==> config.mk <==
export PLATFORM = sky130hd
export DESIGN_NAME = id_ex_pipe_reg
export DESIGN_NICKNAME = d
export VERILOG_FILES = /design/src/rtl/pipe_pkg.sv /design/src/rtl/pipe_skid_reg.sv /design/src/rtl/id_ex_pipe_reg.sv
export SDC_FILE = /design/constraint.sdc
export NUM_CORES = 1
export LEC_CHECK = 0
export ABC_AREA = 0
export CAP_MARGIN = 15
export CORE_MARGIN = 2
export CORE_UTILIZATION = 54
export CTS_BUF_LIST = sky130_fd_sc_hd__clkbuf_8
export CTS_CLUSTER_SIZE = 20
export DETAILED_ROUTE_END_ITERATION = 10
export GPL_TIMING_DRIVEN = 0
export HOLD_SLACK_MARGIN = 0.12
export PLACE_DENSITY = 0.86
export SLEW_MARGIN = 20
export SYNTH_ARGS = -nofsm -noshare
export SYNTH_HDL_FRONTEND = slang
export SYNTH_SLANG_ARGS = --single-unit
==> constraint.sdc <==
create_clock -name clk_i -period 5.6 [get_ports clk_i]
set_input_delay 1.12 -clock clk_i [delete_from_list [all_inputs] [get_ports clk_i]]
set_output_delay 1.12 -clock clk_i [all_outputs]
set_load 0.05 [all_outputs]
==> src/rtl/pipe_pkg.sv <==
// Shared definitions for the ID->EX stage: default widths, ALU op-codes,
// the default-width payload record and a payload-width helper.
package pipe_pkg;

    localparam int unsigned DATA_W = 32;
    localparam int unsigned REG_AW = 5;
    localparam int unsigned OP_W   = 3;

    // ALU op-codes carried in the Op field
    localparam logic [OP_W-1:0] OP_ADD = 3'd0;
    localparam logic [OP_W-1:0] OP_SUB = 3'd1;
    localparam logic [OP_W-1:0] OP_AND = 3'd2;
    localparam logic [OP_W-1:0] OP_OR  = 3'd3;
    localparam logic [OP_W-1:0] OP_XOR = 3'd4;
    localparam logic [OP_W-1:0] OP_SLL = 3'd5;
    localparam logic [OP_W-1:0] OP_SRL = 3'd6;
    localparam logic [OP_W-1:0] OP_SLT = 3'd7;

    typedef struct packed {
        logic [DATA_W-1:0] rs1_data;
        logic [DATA_W-1:0] rs2_data;
        logic [DATA_W-1:0] imm;
        logic [REG_AW-1:0] rs1;
        logic [REG_AW-1:0] rs2;
        logic [REG_AW-1:0] rsd;
        logic [OP_W-1:0]   Op;
    } id_ex_payload_t;

    // Total packed payload width for a given set of field widths
    function automatic int unsigned payload_w(input int unsigned dw,
                                              input int unsigned rw,
                                              input int unsigned ow);
        return (3 * dw) + (3 * rw) + ow;
    endfunction

endpackage

==> src/rtl/pipe_skid_reg.sv <==
// Two-entry valid/ready stage register. Main slot M drives the outputs,
// skid slot S absorbs the one instruction that arrives while EX stalls, so
// in_ready_o comes straight from a flop. Flush empties both slots.
module pipe_skid_reg #(
    parameter int unsigned W = 8
) (
    input  logic         clk_i,
    input  logic         rst_i,
    input  logic         flush_i,
    input  logic         in_valid_i,
    output logic         in_ready_o,
    input  logic [W-1:0] in_data_i,
    output logic         out_valid_o,
    input  logic         out_ready_i,
    output logic [W-1:0] out_data_o
);

    localparam logic [1:0] ST_EMPTY = 2'd0;
    localparam logic [1:0] ST_ONE   = 2'd1;
    localparam logic [1:0] ST_TWO   = 2'd2;

    logic [1:0]   state_r;
    logic [1:0]   state_nxt_s;
    logic [W-1:0] m_data_r;
    logic [W-1:0] s_data_r;
    logic         m_valid_r;
    logic         in_ready_r;
    logic         acc_s;
    logic         pop_s;
    logic         m_load_in_s;
    logic         m_load_skid_s;
    logic         s_load_s;

    assign acc_s       = in_valid_i & in_ready_r;
    assign pop_s       = m_valid_r & out_ready_i;
    assign in_ready_o  = in_ready_r;
    assign out_valid_o = m_valid_r;
    assign out_data_o  = m_data_r;

    // Occupancy transitions and slot load selects; flush overrides everything
    always_comb begin
        state_nxt_s   = state_r;
        m_load_in_s   = 1'b0;
        m_load_skid_s = 1'b0;
        s_load_s      = 1'b0;
        if (flush_i) begin
            state_nxt_s = ST_EMPTY;
        end else begin
            case (state_r)
                ST_EMPTY: begin
                    if (acc_s) begin
                        m_load_in_s = 1'b1;
                        state_nxt_s = ST_ONE;
                    end else begin
                        state_nxt_s = ST_EMPTY;
                    end
                end
                ST_ONE: begin
                    if (acc_s && pop_s) begin
                        m_load_in_s = 1'b1;
                        state_nxt_s = ST_ONE;
                    end else if (acc_s) begin
                        s_load_s    = 1'b1;
                        state_nxt_s = ST_TWO;
                    end else if (pop_s) begin
                        state_nxt_s = ST_EMPTY;
                    end else begin
                        state_nxt_s = ST_ONE;
                    end
                end
                ST_TWO: begin
                    if (pop_s) begin
                        m_load_skid_s = 1'b1;
                        state_nxt_s   = ST_ONE;
                    end else begin
                        state_nxt_s = ST_TWO;
                    end
                end
                default: begin
                    state_nxt_s = ST_EMPTY;
                end
            endcase
        end
    end

    // Occupancy state plus the registered valid/ready flags derived from it
    always_ff @(posedge clk_i or negedge rst_i) begin
        if (!rst_i) begin
            state_r    <= ST_EMPTY;
            m_valid_r  <= 1'b0;
            in_ready_r <= 1'b1;
        end else begin
            state_r    <= state_nxt_s;
            m_valid_r  <= (state_nxt_s != ST_EMPTY);
            in_ready_r <= (state_nxt_s != ST_TWO);
        end
    end

    // Main slot payload: new input, or the older skid entry (never bypassed)
    always_ff @(posedge clk_i or negedge rst_i) begin
        if (!rst_i) begin
            m_data_r <= '0;
        end else if (m_load_in_s) begin
            m_data_r <= in_data_i;
        end else if (m_load_skid_s) begin
            m_data_r <= s_data_r;
        end else begin
            m_data_r <= m_data_r;
        end
    end

    // Skid slot payload: captured only when EX stalls with M occupied
    always_ff @(posedge clk_i or negedge rst_i) begin
        if (!rst_i) begin
            s_data_r <= '0;
        end else if (s_load_s) begin
            s_data_r <= in_data_i;
        end else begin
            s_data_r <= s_data_r;
        end
    end

endmodule

==> src/rtl/id_ex_pipe_reg.sv <==
// ID->EX pipeline register: packs the decoded instruction into one payload
// vector, passes it through the skid register and counts producer stalls.
module id_ex_pipe_reg #(
    parameter int unsigned DATA_W = pipe_pkg::DATA_W,
    parameter int unsigned REG_AW = pipe_pkg::REG_AW,
    parameter int unsigned OP_W   = pipe_pkg::OP_W,
    parameter int unsigned CNT_W  = 16
) (
    input  logic              clk_i,
    input  logic              rst_i,
    input  logic              flush_i,
    input  logic              in_valid_i,
    output logic              in_ready_o,
    input  logic [DATA_W-1:0] rs1_data_i,
    input  logic [DATA_W-1:0] rs2_data_i,
    input  logic [DATA_W-1:0] imm_i,
    input  logic [REG_AW-1:0] rs1_i,
    input  logic [REG_AW-1:0] rs2_i,
    input  logic [REG_AW-1:0] rsd_i,
    input  logic [OP_W-1:0]   Op_i,
    output logic              out_valid_o,
    input  logic              out_ready_i,
    output logic [DATA_W-1:0] rs1_data_o,
    output logic [DATA_W-1:0] rs2_data_o,
    output logic [DATA_W-1:0] imm_o,
    output logic [REG_AW-1:0] rs1_o,
    output logic [REG_AW-1:0] rs2_o,
    output logic [REG_AW-1:0] rsd_o,
    output logic [OP_W-1:0]   Op_o,
    output logic [CNT_W-1:0]  stall_cnt_o
);

    import pipe_pkg::*;

    localparam int unsigned     PAY_W   = payload_w(DATA_W, REG_AW, OP_W);
    localparam logic [CNT_W-1:0] CNT_MAX = {CNT_W{1'b1}};

    // Same field order as id_ex_payload_t, but sized by this instance
    typedef struct packed {
        logic [DATA_W-1:0] rs1_data;
        logic [DATA_W-1:0] rs2_data;
        logic [DATA_W-1:0] imm;
        logic [REG_AW-1:0] rs1;
        logic [REG_AW-1:0] rs2;
        logic [REG_AW-1:0] rsd;
        logic [OP_W-1:0]   Op;
    } payload_t;

    payload_t         in_pay_s;
    payload_t         out_pay_s;
    logic [PAY_W-1:0] out_vec_s;
    logic             in_ready_s;
    logic [CNT_W-1:0] stall_cnt_r;

    assign in_pay_s.rs1_data = rs1_data_i;
    assign in_pay_s.rs2_data = rs2_data_i;
    assign in_pay_s.imm      = imm_i;
    assign in_pay_s.rs1      = rs1_i;
    assign in_pay_s.rs2      = rs2_i;
    assign in_pay_s.rsd      = rsd_i;
    assign in_pay_s.Op       = Op_i;

    pipe_skid_reg #(
        .W (PAY_W)
    ) u_skid (
        .clk_i       (clk_i),
        .rst_i       (rst_i),
        .flush_i     (flush_i),
        .in_valid_i  (in_valid_i),
        .in_ready_o  (in_ready_s),
        .in_data_i   (in_pay_s),
        .out_valid_o (out_valid_o),
        .out_ready_i (out_ready_i),
        .out_data_o  (out_vec_s)
    );

    assign out_pay_s   = out_vec_s;
    assign in_ready_o  = in_ready_s;
    assign rs1_data_o  = out_pay_s.rs1_data;
    assign rs2_data_o  = out_pay_s.rs2_data;
    assign imm_o       = out_pay_s.imm;
    assign rs1_o       = out_pay_s.rs1;
    assign rs2_o       = out_pay_s.rs2;
    assign rsd_o       = out_pay_s.rsd;
    assign Op_o        = out_pay_s.Op;
    assign stall_cnt_o = stall_cnt_r;

    // Count refused offers; saturates, and survives flush (reset clears it)
    always_ff @(posedge clk_i or negedge rst_i) begin
        if (!rst_i) begin
            stall_cnt_r <= '0;
        end else if (in_valid_i && !in_ready_s && (stall_cnt_r != CNT_MAX)) begin
            stall_cnt_r <= stall_cnt_r + CNT_W'(1);
        end else begin
            stall_cnt_r <= stall_cnt_r;
        end
    end

endmodule

---- After elaboration in Yosys (flattened, before gate mapping) ----
Cells that the tools add are included.
W data, S select, Z words.
operators by class
  bitwise gates (word level) .............. 2
  equal/unequal tests ..................... 4
  reductions and logical operators ........ 7
  mux-type cells .......................... 19
  add/sub/neg operators ................... 1
operators with widths
  kind                     count
  $mux W114                2
  $add A16 B1 Y16 const B  1
  $ne A16 B16 Y1 const B   1
  $mux W1                  11
  $mux W2                  4
  $pmux W2 S3              1
  $reduce_bool A2 Y1       2
  $logic_and A1 B1 Y1      3
  $and A1 B1 Y1            2
  $eq A2 B1 Y1 const B     1
  $eq A2 B2 Y1 const B     1
  $logic_not A2 Y1         1
  $ne A2 B2 Y1 const B     1
  $pmux W1 S2              1
  $logic_not A1 Y1         1
storage, ports and cells
  output and inout bits ................... 132
  bits of input ports ..................... 119
  flip-flop bits (word level) ............. 248
  word-level logic and storage cells ...... 39

---- Longest topological paths before layout ----
  word-level depth ........................ 7
  depth in mapped cells ................... 10
  gate-level depth less buffers ........... 7

---- Modules after synthesis ----
Synthesis repeated with hierarchy kept, for this count alone.
unflattened totals
  cell total of the unflattened synthesis .. 1011
  area, all modules ....................... 11757.5 um2
modules (own cells, without submodules)
  module          area an instance (um2)  times used  sequential area each (um2)  cells an instance
  pipe_skid_reg   10911.7                 1           5806.8                      937
  id_ex_pipe_reg  845.8                   1           400.4                       74

---- Worst setup path after synthesis ----
Ideal clock, no wire load.
  path kind ............................... input-to-reg
  from .................................... in in_valid_i
  to ...................................... reg u_skid.s_data_r[100]
  required time ........................... 5472 ps
  path slack .............................. 3074 ps
  arrival ................................. 2398 ps
  library setup time ...................... 128 ps
  path buffers ............................ 2
  stages .................................. 7
  path through ............................ and2_1 ha_1 nand2_1 nor3_2 buf_2 buf_4 mux2_1
between the ends
  word-level cells in the longest chain between the ends .. 5
ends and longest elaborated chain
  item                                            RTL line                                  text
  from (decl)                                     id_ex_pipe_reg.sv:12                      input logic in_valid_i,
  $and A1 B1 Y1 *                                 pipe_skid_reg.sv:34                       assign acc_s = in_valid_i & in_ready_r;
  $mux W1 or $logic_and A1 B1 Y1 (tied branches)  pipe_skid_reg.sv:62, pipe_skid_reg.sv:59
  $mux W1 *                                       pipe_skid_reg.sv:59                       if (acc_s && pop_s) begin
  $mux W1 *                                       pipe_skid_reg.sv:49                       case (state_r)
  $mux W1 *                                       pipe_skid_reg.sv:46                       if (flush_i) begin
  to (signal assigned)                            pipe_skid_reg.sv:117                      s_data_r <= in_data_i;
  to (signal assigned)                            pipe_skid_reg.sv:119                      s_data_r <= s_data_r;
  to (decl)                                       pipe_skid_reg.sv:25                       logic [W-1:0] s_data_r;
Every way passes the cells marked *; elsewhere a longest branch is shown, timed or not.
A chain may end at the register's enable or synchronous reset.

---- Final worst setup path ----
  from .................................... in in_valid_i
  to ...................................... reg u_skid.s_data_r[110]
Same word-level chain as after synthesis.

==> summary.md <==
| Metric | Value |
|---|---|
| Final setup viols | 0 |
| Hold buffer count at CTS | 0 |
| Die area | 20700 um2 |
| Arrival @ worst endpoint | 3.65 ns |
| Post-synth EDFFs | 0 |
| Final hold slack | 0.480 ns |
| H-tree depth | 2 |
| Total gr overflow | 0 |
| VDD IR max | 0.000306 V |
| Required @ worst endpoint | 5.99 ns |
| TritonCTS clock tree | done |
| Post-CTS Setup Inserts | 0 |
| Synth area leader | dfrtp_1 |
| Power per Cell Area | 459 nW/um2 |
| Logic pwr share | 0.345 |
| Routed WL | 25.5 mm |
| Share of the synthesized area in the top cell type | 0.584 |
| DRT iter0 DRCs | 278 |
| Clock Latency Late Sink | between 0.5 and 0.6 ns |
| Die height | between 100 and 150 um |
| Status | finished, final reports clean |
| Number of remaining DRC errors | 0 |
| Routed vias | 7564 |
| TritonRoute pass-1 iters | 4 |
| DP HPWL | 17.8 mm |
| Clock Path Buffers | 3 |
| Worst r2r path cells | 7 |
| Cell Int Power | 4.19 mW |
| Clock slew at reported path FFs | 0.05 ns |
| Slew Limit Fails | 0 |
| I/O pins | 251 |
| Layout cells sized above 1 | 0.161 |
| Die W | approximately 140 um |
| Leading post-synthesis cells by cell area | dfrtp_1 (58%), mux2i_1 (11%), mux2_2 (6.9%) |
| Hold path depth | 1 |
| Yosys cell types | 46 |
| I/O Buffers | 250 |
| Skew final | approximately 0.014 ns |
| RSZ-0062 raised after global routing | no |
| Final Non-Filler Cells | 1423 |
| Placed cell count | 1354 |
| Register share of total power | 0.416 |
| Proportion of synthesized chip area in sequential cells | 0.586 |
| Yosys Warn Count | 0 |
| Area grow syn2layout | 35.4% |
| Min Tclk post-route | ~3.3 ns |
| Main flop type after synthesis | dfrtp_1 |
| Cells after Synth | 836 |
| Largest net degree at the start of global routing | 70 |
| Post-route ant nets | 0 |
| Netlist Area Pre-Place | between 10000 and 15000 um2 |
| Final cycle utilization of the critical path | 0.582 |
| Psw | 2.39 mW |
| Site row count | 51 |
| Max Cap Viol | 0 |
| Syn Area/Cell | 12.7 um2 |
| Lkg Pwr | 6.86 nW |
| Final count of hold timing violations | 0 |
| FMAX | 0.307 GHz |
| Async S/R FF share, synth | 1.00 |
| CTS Buf Count | 42 |
| Initial core utilization | 0.548 |
| First-pass GRT wire length | around 41 mm |
| Core Box Area | 19300 um2 |
| GR Util All Layers | 0.250 |
| Post-DR wirelength/cell | between 15 and 20 um |
| Worst setup EP type | register |
| Worst-Margin Slew | approximately 0.58 ns |
| Seq cells post-synth | 248 |
| Mapped Nets | roughly 960 |
| HP Class | register to register |
| Switching Share | 0.363 |
| Nets | roughly 1300 |
| Fillers | 1284 |
| Max transition margin | 0.611 |
| GP Congestion | 0.820 |
| Max FO, Critical Path | 10 |
| Number of global-route vias before repair | 7888 |
| # clock sinks | 248 |
| Startpoint Class | input port |
| Crit Path Category | input port to register |
| Overall power | roughly 6.6 mW |
| Clock root cell | clkbuf_8 |
| Power share of the clock group | 0.239 |
| Via density | approximately 5.3 |
| Resize count post-CTS | 0 |
| Initial antenna violation count | 1 |
## cell usage in the layout (no fill, tap or decap), types with 3 or more instances in the layout
cell / instances
clkdlybuf4s50_1: 249
dfrtp_1: 247
nand2_1: 125
mux2i_1: 115
o21ai_1: 114
mux2_2: 65
clkbuf_8: 56
mux2_1: 51
buf_2: 18
buf_6: 15
inv_1: 12
buf_4: 8
a21oi_1: 7
clkbuf_1: 7
xor2_1: 6
nand3_1: 5
nor2_1: 5
nand3b_1: 3
clkbuf_2: 3
xnor2_1: 3
ha_1: 3
buf_16: 3
## worst paths after layout
| check | from | endpoint | slack, ns |
|---|---|---|---|
| max reg2reg | u_skid.in_ready_o | u_skid.s_data_r[110] | 3.03 |
| min | u_skid.s_data_r[107] | u_skid.s_data_r[107] | 0.48 |
| max | in_valid_i | u_skid.s_data_r[110] | 2.34 |
| max in group asynchronous | rst_i | u_skid.in_ready_o | 4.05 |
| min reg2reg | u_skid.s_data_r[107] | u_skid.s_data_r[107] | 0.48 |
| min in group asynchronous | rst_i | u_skid.s_data_r[108] | 0.51 |
## per-stage QoR
| stage | setup WS, ns | utilization | cell area (um2) | setup TNS, ns |
|---|---|---|---|---|
| floorplan | 3.07 | - | 10600 | 0 |
| global placement | -7.18 | 0.694 | 13400 | -1773.67 |
| detailed placement | 1.80 | 0.699 | 13500 | 0 |
| CTS | 2.33 | 0.741 | 14300 | 0 |
| global route | 2.26 | 0.741 | 14300 | 0 |
| finish | 2.34 | 0.741 | 14300 | 0 |
## cells by family (layout without fill, tap and decap cells)
group / after synthesis / in the layout / synth area share
compound gates: 129 / 129 / 0.0637
xor+xnor: 9 / 9 / 0.00744
fa+ha+maj: 3 / 3 / 0.00354
buf+inv: 54 / 375 / 0.0351
flops: 248 / 248 / 0.586
mux: 231 / 231 / 0.232
other cells: 0 / 1 / 0
simple gates: 162 / 162 / 0.0721
## synthesized netlist by cell type (3+ instances only)
cell and n:
a21oi_1 7, buf_2 18, buf_4 8, buf_6 15
clkbuf_1 7, clkbuf_2 3, dfrtp_1 247, ha_1 3
inv_1 3, mux2_1 51, mux2_2 65, mux2i_1 115
nand2_1 125, nand3_1 5, nand3b_1 3, nor2_1 5
o21ai_1 114, xnor2_1 3, xor2_1 6
## layer usage
| metal | vias up | track usage | part of all wire |
|---|---|---|---|
| met2 | 230 | 0.412 | 0.49 |
| met5 | - | 0 | 0 |
| met3 | 55 | 0.0649 | 0.070 |
| met1 | 3753 | 0.320 | 0.41 |
| li1 | 3526 | - | - |
| met4 | 0 | 0.0965 | 0.030 |
## final cells by class
class	count	area (um2)	share of cell area
antenna	1	2.50	0.000175
clock buffer	56	771	0.0538
tap	265	332	0.0231
sequential	248	6210	0.433
timing repair buffer	253	2590	0.181
clock inverter	12	51.3	0.00358
buffer	51	360	0.0251
multi-input combinational	534	4010	0.280
inverter	3	11.3	0.000785
## worst max-delay path, stage by stage
cell and delay [ns]:
clkdlybuf4s50_1 0.67, and2_1 0.21, ha_1 0.15, nand2_1 0.06, nor3_2 0.44, buf_2 0.39, buf_4 0.26, mux2_1 0.35
## power groups by stage
stage | sequential [mW] | combinational, mW | clock, mW
after floorplan | 3.53 | 0.644 | 0
after global placement | 2.73 | 2.22 | 0
after detailed placement | 2.76 | 2.29 | 0
after CTS | 2.73 | 2.30 | 1.61
after global routing | 2.80 | 2.41 | 1.69
final | 2.74 | 2.27 | 1.57
## flip-flops by register name (all words and copies together), names as in the netlist
register / flops
u_skid.state_r: 2
u_skid.out_valid_o: 1
stall_cnt_o: 16
u_skid.in_ready_o: 1
u_skid.out_data_o: 114
u_skid.s_data_r: 114
Note: power is estimated with default switching activity, not from simulation.
